===== config.mk =====
export PLATFORM = sky130hd
export DESIGN_NAME = uart_rx_oversampler
export DESIGN_NICKNAME = d
export VERILOG_FILES = /design/src/rtl/uart_pkg.sv /design/src/rtl/uart_rx_sync.sv /design/src/rtl/uart_rx_oversampler.sv
export SDC_FILE = /design/constraint.sdc
export NUM_CORES = 1
export LEC_CHECK = 0
export CORE_MARGIN = 3
export CORE_UTILIZATION = 45
export DETAILED_ROUTE_END_ITERATION = 10
export PLACE_DENSITY_LB_ADDON = 0.15
export RECOVER_POWER = 50
export SETUP_SLACK_MARGIN = 0.4
export SYNTH_ARGS = -nofsm -noshare
export SYNTH_HDL_FRONTEND = slang
export SYNTH_HIERARCHICAL = 1
export SYNTH_SLANG_ARGS = --single-unit

===== constraint.sdc =====
create_clock -name wb_clk_i -period 4.2 [get_ports wb_clk_i]
set_clock_uncertainty 0.1 [all_clocks]
set_input_delay 0.84 -clock wb_clk_i [delete_from_list [all_inputs] [get_ports wb_clk_i]]
set_output_delay 0.84 -clock wb_clk_i [all_outputs]
set_load 0.05 [all_outputs]

===== src/rtl/uart_pkg.sv =====
// uart_pkg
//   Shared types and constants for the user-project UART blocks.
//   rx_state_t   : receive FSM state encoding
//   UART_*       : frame format, divider floor and nominal system clock
//   uart_maj3    : 2-of-3 majority vote used by the pad input filters
package uart_pkg;

   localparam int UART_DATA_BITS   = 8;
   localparam int UART_MIN_CLK_DIV = 4;
   localparam int UART_SYS_CLK_HZ  = 40000000;

   typedef enum logic [2:0] {
      IDLE,
      START,
      DATA,
      STOP,
      BREAK
   } rx_state_t;

   function automatic logic uart_maj3(input logic [2:0] v);
      return (v[0] & v[1]) | (v[0] & v[2]) | (v[1] & v[2]);
   endfunction

endpackage


===== src/rtl/uart_rx_sync.sv =====
// uart_rx_sync
//   Conditions one asynchronous pad input: 2-flop synchroniser, 3-sample
//   history of the synchronised level and a majority-voted sample.
//   wb_clk_i : system clock
//   wb_rst_i : synchronous active-high reset (line parks at idle-high)
//   din      : raw asynchronous pad input
//   sync     : synchronised level
//   fall     : one-cycle strobe on a synchronised high-to-low transition
//   maj      : majority of the last three synchronised samples
module uart_rx_sync
   import uart_pkg::*;
(
   input  logic wb_clk_i,
   input  logic wb_rst_i,
   input  logic din,
   output logic sync,
   output logic fall,
   output logic maj
);

   logic       meta;
   logic [2:0] hist;

   // Everything resets to the idle-high line level so reset never looks like
   // a start edge.
   always_ff @(posedge wb_clk_i) begin
      if (wb_rst_i) begin
         meta <= 1'b1;
         sync <= 1'b1;
         hist <= 3'b111;
      end else begin
         meta <= din;
         sync <= meta;
         hist <= {hist[1:0], sync};
      end
   end

   // hist[0] is the newest sample, hist[1] the one before it.
   assign fall = hist[1] & ~hist[0];
   assign maj  = uart_maj3(hist);

endmodule


===== src/rtl/uart_rx_oversampler.sv =====
// uart_rx_oversampler
//   UART 8N1 receive front end. Detects and qualifies start bits, samples
//   each bit at its centre with a 3-sample majority vote and pushes one byte
//   per good frame into the RX FIFO.
//   wb_clk_i  : system clock (single domain)
//   wb_rst_i  : synchronous active-high reset
//   clk_div   : clocks per bit, captured when a start edge is seen
//   rx        : raw asynchronous pad input, idle high
//   rx_data   : last received byte, held until the next frame completes
//   rx_valid  : one-cycle pulse for a good frame (FIFO push)
//   frame_err : one-cycle pulse when the stop bit samples low
//   busy      : high whenever the receiver is not idle
module uart_rx_oversampler
   import uart_pkg::*;
#(
   parameter int DATA_BITS   = UART_DATA_BITS,
   parameter int MIN_CLK_DIV = UART_MIN_CLK_DIV
) (
   input  logic                 wb_clk_i,
   input  logic                 wb_rst_i,
   input  logic [31:0]          clk_div,
   input  logic                 rx,
   output logic [DATA_BITS-1:0] rx_data,
   output logic                 rx_valid,
   output logic                 frame_err,
   output logic                 busy
);

   localparam logic [31:0] MIN_DIV  = 32'(MIN_CLK_DIV);
   localparam logic [2:0]  LAST_BIT = 3'(DATA_BITS - 1);

   rx_state_t            state;
   logic [31:0]          div;
   logic [31:0]          cnt;
   logic [2:0]           bit_idx;
   logic [DATA_BITS-1:0] shreg;

   logic                 rx_sync;
   logic                 rx_fall;
   logic                 rx_maj;
   logic [31:0]          div_eff;
   logic [31:0]          half;
   logic [31:0]          div_m1;

   uart_rx_sync u_sync (
      .wb_clk_i (wb_clk_i),
      .wb_rst_i (wb_rst_i),
      .din      (rx),
      .sync     (rx_sync),
      .fall     (rx_fall),
      .maj      (rx_maj)
   );

   assign div_eff = (clk_div < MIN_DIV) ? MIN_DIV : clk_div;
   assign half    = div >> 1;
   assign div_m1  = div - 32'd1;

   always_ff @(posedge wb_clk_i) begin
      if (wb_rst_i) begin
         state     <= IDLE;
         div       <= MIN_DIV;
         cnt       <= '0;
         bit_idx   <= '0;
         rx_data   <= '0;
         rx_valid  <= 1'b0;
         frame_err <= 1'b0;
         busy      <= 1'b0;
      end else begin
         rx_valid  <= 1'b0;
         frame_err <= 1'b0;
         // Saturating count: a stuck state can never alias back to a match.
         if (cnt != '1)
            cnt <= cnt + 32'd1;

         case (state)
            IDLE: begin
               busy <= 1'b0;
               if (rx_fall) begin
                  state <= START;
                  cnt   <= '0;
                  div   <= div_eff;
                  busy  <= 1'b1;
               end
            end

            START: begin
               // Half a bit in: still low means a real start bit.
               if (cnt == half) begin
                  if (!rx_maj) begin
                     state   <= DATA;
                     cnt     <= '0;
                     bit_idx <= '0;
                  end else begin
                     state <= IDLE;
                     busy  <= 1'b0;
                  end
               end
            end

            DATA: begin
               if (cnt == div_m1) begin
                  shreg[bit_idx] <= rx_maj;
                  cnt            <= '0;
                  bit_idx        <= bit_idx + 3'd1;
                  if (bit_idx == LAST_BIT)
                     state <= STOP;
               end
            end

            STOP: begin
               // Leaving at mid stop bit gives the next start edge half a
               // bit of margin.
               if (cnt == div_m1) begin
                  rx_data <= shreg;
                  if (rx_maj) begin
                     rx_valid <= 1'b1;
                     state    <= IDLE;
                     busy     <= 1'b0;
                  end else begin
                     frame_err <= 1'b1;
                     state     <= BREAK;
                  end
               end
            end

            BREAK: begin
               // Hold off until the line returns high so a held-low line
               // cannot produce a stream of bogus frames.
               if (rx_sync) begin
                  state <= IDLE;
                  busy  <= 1'b0;
               end
            end

            default: begin
               state <= IDLE;
               busy  <= 1'b0;
            end
         endcase
      end
   end

endmodule


# After elaboration in Yosys (flattened, before gate mapping)
# Cells that the tools add are included.
dict set report totals {
  regBits 94
  latch_bits 0
  ram_bits 0
  romBits 0
  in_bits 35
  output_inout_bits 11
  wordCells 85
  n_memories 0
}
dict set report op_classes {
  addsub 3
  multipliers 0
  div_mod_pow 0
  n_lt_le_gt_ge 3
  eq_ne 15
  shifts 0
  n_mux 31
  bitwise_logic 11
  n_reduce_logical 10
}
# op count
set ops {}
lappend ops {{32-bit 2-to-1 mux} 6}
lappend ops {{32-bit case mux with 3 select lines} 1}
lappend ops {{32-bit by 1-bit adder with 32-bit output, second input constant} 1}
lappend ops {{32-bit by 31-bit == test with 1-bit output} 1}
lappend ops {{32-bit == test} 1}
lappend ops {{32-bit by 3-bit < comparator with 1-bit output, second input constant} 1}
lappend ops {{32-bit inequality test, second input constant} 1}
lappend ops {{32-bit by 1-bit subtractor with 32-bit output, second input constant} 1}
lappend ops {{3-bit 2-to-1 mux} 10}
lappend ops {{3-bit case mux with 5 select lines} 1}
lappend ops {{2-bit inequality test, second input constant} 6}
lappend ops {{8-bit bitwise mux} 1}
lappend ops {{1-bit 2-to-1 mux} 8}
lappend ops {{4-bit AND reduction} 2}
lappend ops {{3-bit by 2-bit == test with 1-bit output, second input constant} 2}
lappend ops {{3-bit == test, second input constant} 2}
lappend ops {{3-bit case mux with 2 select lines} 1}
lappend ops {{6-bit AND reduction} 1}
lappend ops {{1-bit inverter} 5}
lappend ops {{1-bit case mux with 5 select lines} 1}
lappend ops {{1-bit AND} 4}
lappend ops {{3-bit by 4-bit < comparator with 1-bit output, second input constant} 1}
lappend ops {{2-bit AND reduction} 2}
lappend ops {{3-bit by 1-bit adder with 3-bit output, second input constant} 1}
lappend ops {{11 further kinds} 12}

# Longest topological paths before layout
dict set report depth {
  word_depth 6
  ltp_mapped 13
  depth_no_buf 11
}

# Cells and area by module
# Netlist, hierarchy kept.
# mod instances cells_each area_each_um2 seq_area_each_um2
set by_module_without_submodules {}
lappend by_module_without_submodules {uart_rx_oversampler 1 701 5621.6 1861.8}
lappend by_module_without_submodules {uart_rx_sync 1 12 148.9 100.1}

# Worst setup path after synthesis
# Ideal clock, no wire load.
dict set report synth_timing {
  path_kind {reg2reg}
  startpoint {register div[10]}
  endpoint {register shreg[4], enable pin}
  setup_ns 0.312
  t_arrival_ns 3.081
  required_ns 3.788
  setup_slack_ns 0.707
  stages_incl_launch_ff 12
  synth_period_minus_slack_ns 3.493
  cell_sequence {dfxtp_1 > buf_6 > or4_4 > or3_1 > buf_6 > nor4b_1 > o21ai_0 > nor4_1 > nand4_1 > nor4_2 > nand2_1 > nor3_1}
}
dict set report synth_via {
  elab_chain_len 3
}
# element line
set synth_lines {}
lappend synth_lines {{from (decl)} uart_rx_oversampler.sv:33} ;# logic [31:0] div;
lappend synth_lines {{from (signal assigned)} uart_rx_oversampler.sv:81} ;# div <= div_eff;
lappend synth_lines {{32-bit by 1-bit subtractor with 32-bit output} uart_rx_oversampler.sv:56} ;# assign div_m1 = div - 32'd1;
lappend synth_lines {{32-bit == test} uart_rx_oversampler.sv:101} ;# if (cnt == div_m1) begin
lappend synth_lines {{3-bit AND reduction (no line)} --}
lappend synth_lines {{to (signal, indexed assignment)} uart_rx_oversampler.sv:102} ;# shreg[bit_idx] <= rx_maj;
lappend synth_lines {{to (decl)} uart_rx_oversampler.sv:36} ;# logic [DATA_BITS-1:0] shreg;
# No other way between the ends.
# A chain may end at the register's enable or synchronous reset.

# Worst setup path after layout
dict set report layout_timing {
  startpoint {register div[0]}
  endpoint {register cnt[9]}
}
dict set report layout_via {
  elab_chain_len 4
}
# element line
set layout_lines {}
lappend layout_lines {{32-bit by 1-bit subtractor with 32-bit output} uart_rx_oversampler.sv:56}
lappend layout_lines {{32-bit == test} uart_rx_oversampler.sv:101}
lappend layout_lines {{32-bit 2-to-1 mux} uart_rx_oversampler.sv:101}
lappend layout_lines {{32-bit case mux with 3 select lines} uart_rx_oversampler.sv:75} ;# case (state)
lappend layout_lines {{to (signal assigned)} uart_rx_oversampler.sv:73} ;# cnt <= cnt + 32'd1;
lappend layout_lines {{to (decl)} uart_rx_oversampler.sv:34} ;# logic [31:0] cnt;
# No other way between the ends.

==> impl_metrics.toml <==
[drt]
routed.top_layer = "met4"
detailroute.wirelength.met2_um = 7300
route.final.wire_length_um = 15800
detail_route.wirelength.met1_um = 7140
detail_route.wl_per_cell_um = 17.5
route.detailed.drc = 0
postRouteAntennaNets = 0
first_pass_iteration_count_of_the_detailed_router = 5
via_cell_ratio = 5.72
routed-via-count = 5161
detailedRoute.firstIterationViolations = 446
wl_met3_um = 927

[placement]
globalplace.congestion = 0.947
place.port_buffers = 45
place_area_um2 = 6290
post-dp-hpwl_um = 11900

[synthesis]
synth-seq-area-share = 0.340
postSynth.topFlopCell = "sky130_fd_sc_hd__dfxtp_1"
synth_edf_count = 8
synthesis.instances = 713
synth-seq-cells = 94
post-synth-top-area-fraction = 0.298
syn-cell-area_um2 = 5770
synth_cell_type_count = 69
synth-warning-count = 6
yosysTopAreaCell = "sky130_fd_sc_hd__dfxtp_1"
synthArstFlopShare = 0
net_count_after_synthesis = 752
post_synth.cell_area_avg_um2 = 8.09
post_synth_main_area_contributors = "sky130_fd_sc_hd__dfxtp_1 30%, sky130_fd_sc_hd__xnor2_1 10%, sky130_fd_sc_hd__nand2_1 5.7%"

[worst_setup_path]
endpoint_kind = "flip-flop"
crit_chain = "inv_1 > ha_2 > or4b_4 > nor4_2 > and3_1 > xnor2_1 > a211oi_2 > nor2_1 > or3_4 > a211oi_4 > buf_4 > clkbuf_16 > nor3_1"
worstPathRequired_ps = 4260
worst-endpoint-arrival_ps = 3740
critPathKind = "reg2reg"
critPathSlowestCell = "sky130_fd_sc_hd__or4b_4"
crit_fanout = 16
start_kind = "flip-flop"
timing.critical_path.slowest_cell_delay_ps = 530
worst-r2r-cell-count = 13

[cts]
tritoncts_num_sinks = 94
worst_skew_pair.late_latency_ps = 350
cts_tree = "yes"
cts_root_buf = "sky130_fd_sc_hd__clkbuf_16"
cts_inserted_buffers = 9
ctsLongestPathBuffers = 2
htreeDepth = 3
cts-hold-fix-buffers = 0
path_clk_slew_ps = 70

[die]
die_outline_area_um2 = 14200
fp.coreArea_um2 = 12300
floorplan.die.height_um = 119
fp-row-count = 40
fp.dieW_um = 119
initial_core_util = 0.471
design.portCount = 46

[min_path]
cells_on_worst_hold_path = 1
min_path_type = "reg2reg"

[layout]
layout_commonest_cell = "sky130_fd_sc_hd__nand2_1"
multiInputGateArea_um2 = 3540
area.sequential_um2 = 1960
finish.utilization = 0.547
design.final.nets = 769
mostFrequentLayoutCells = "88 x sky130_fd_sc_hd__nand2_1, 86 x sky130_fd_sc_hd__dfxtp_1, 68 x sky130_fd_sc_hd__xnor2_1"
layout-drive-gt1-share = 0.106
area_growth_pct = 16.1
n_fill_cell = 1177
insertedDiodeCount = 0
finalInstanceArea_um2 = 6700

[sta]
final_max_slew_viol_count = 81
timing.final.crit_share = 0.878
finalHoldViolCount = 0
maxClockFrequency_mhz = 271
slew_headroom = -0.161
worst_pin_slew_ps = 1740
setup_repair_after_global_routing_missed_its_margin = "no"
setup-violations-final = 0
timing.setup.tns_ps = 0
finalCriticalPeriod_ps = 3690

[global_routing]
first_global_vias = 4988
grt_pass1_wl_um = 26000
grt_start_max_net_pins = 81
grt.total_usage = 0.227
grt_antenna_before_repair = 0
gr-total-overflow = 0

[pwr]
p_total_uw = 1930
ratio_of_total_power_to_cell_area_nw_per_um2 = 289
ir_drop_mv = 0.253
p_leak_uw = 0.00227

[outcome]
failing_checks = "capacitance limit, slew limit"
run_status = "finished, violations left"

[run]
max-cap-violations = 1
==> critical path, delay by kind of cell (launching register included) <==
kind	cells	cell delay, ps
AND/OR/NAND/NOR	6	1720
AO/OA/AOI/OAI	2	500
buffers and inverters	3	460
flip-flops	1	360
adder cells (fa/ha/maj)	1	230
XOR/XNOR	1	100
==> final cells by class <==
| type | instances | share of cell area |
|---|---|---|
| clock buffers | 9 | 0.0336 |
| clock inverters | 7 | 0.00952 |
| inverters | 17 | 0.00952 |
| multi-input cells | 541 | 0.528 |
| flip-flops and latches | 94 | 0.293 |
| well taps | 168 | 0.0314 |
| repair buffers | 67 | 0.0950 |
==> report_power, final <==
group | leakage (uW) | internal [uW] | switching (uW)
sequential | 0.000765 | 912 | 21.6
clock | 0.000136 | 415 | 381
combinational | 0.00137 | 96.4 | 108
==> registers in the layout, indices dropped and copies added, names as in the netlist <==
| signal | cells |
|---|---|
| u_sync/hist | 3 |
| u_sync/meta | 1 |
| frame_err | 1 |
| rx_data | 8 |
| u_sync/sync | 1 |
| state | 3 |
| shreg | 8 |
| busy | 1 |
| rx_valid | 1 |
| div | 32 |
| bit_idx | 3 |
| cnt | 32 |
==> synthesized netlist by cell type, drive strengths merged, types with 3 or more instances <==
master and instances:
xnor2 68, o2111ai 3, nor4 22, o211ai 4, dfxtp 86, or2 8
and4 4, buf 14, nand2b 9, inv 17, nor2b 3, xor2 28
nor3b 3, o21ai 8, a211oi 7, edfxtp 8, mux2i 13, o311ai 3
or3 7, nor3 54, nor4b 6, o21a 3, clkbuf 47, and3 11
nand3b 3, nand4 21, or4 5, nand2 88, a31oi 5, a21oi 35
nor2 63, and2 5, ha 4, nand3 18
==> cells by family (layout without fill, tap and decap cells) <==
family | count (synthesis) | in the layout | share of synthesized area
DFF | 94 | 94 | 0.340
adders and majority gates | 5 | 5 | 0.0106
buffers and inverters | 78 | 100 | 0.0611
and+or+nand+nor | 333 | 333 | 0.307
AOI/OAI and AO/OA | 94 | 94 | 0.113
muxes | 13 | 13 | 0.0225
xor gates and xnor gates | 96 | 96 | 0.146
==> metal layers <==
layer	vias to the layer above	global-route usage
met5	-	0
met4	0	0.0862
met3	33	0.0451
met2	173	0.356
met1	2431	0.308
li1	2524	-
==> what timing repair did <==
action | CTS | global route
gates resized for setup | 4 | 10
hold endpoints to repair | 0 | 0
pin swaps | 1 | 2
cloned | 0 | 1
endpoints found under the setup margin | 35 | 50
setup buffers | 2 | 1
==> path summary, 6_finish.rpt <==
kind / end / slack, ps / from
hold reg to reg: u_sync/sync / 310 / u_sync/meta
setup / recovery: cnt[9] / 510 / div[0]
hold / removal: u_sync/sync / 310 / u_sync/meta
setup reg to reg: cnt[9] / 510 / div[0]
==> through the flow <==
stage	hold WS [ps]	std cells	setup WS (ps)
final	307	903	513
after global routing	334	903	296
after CTS	312	901	411
after detailed placement	296	883	203
after global placement	293	883	403
after floorplan	283	713	707
Note: power is estimated with default switching activity, not from simulation.
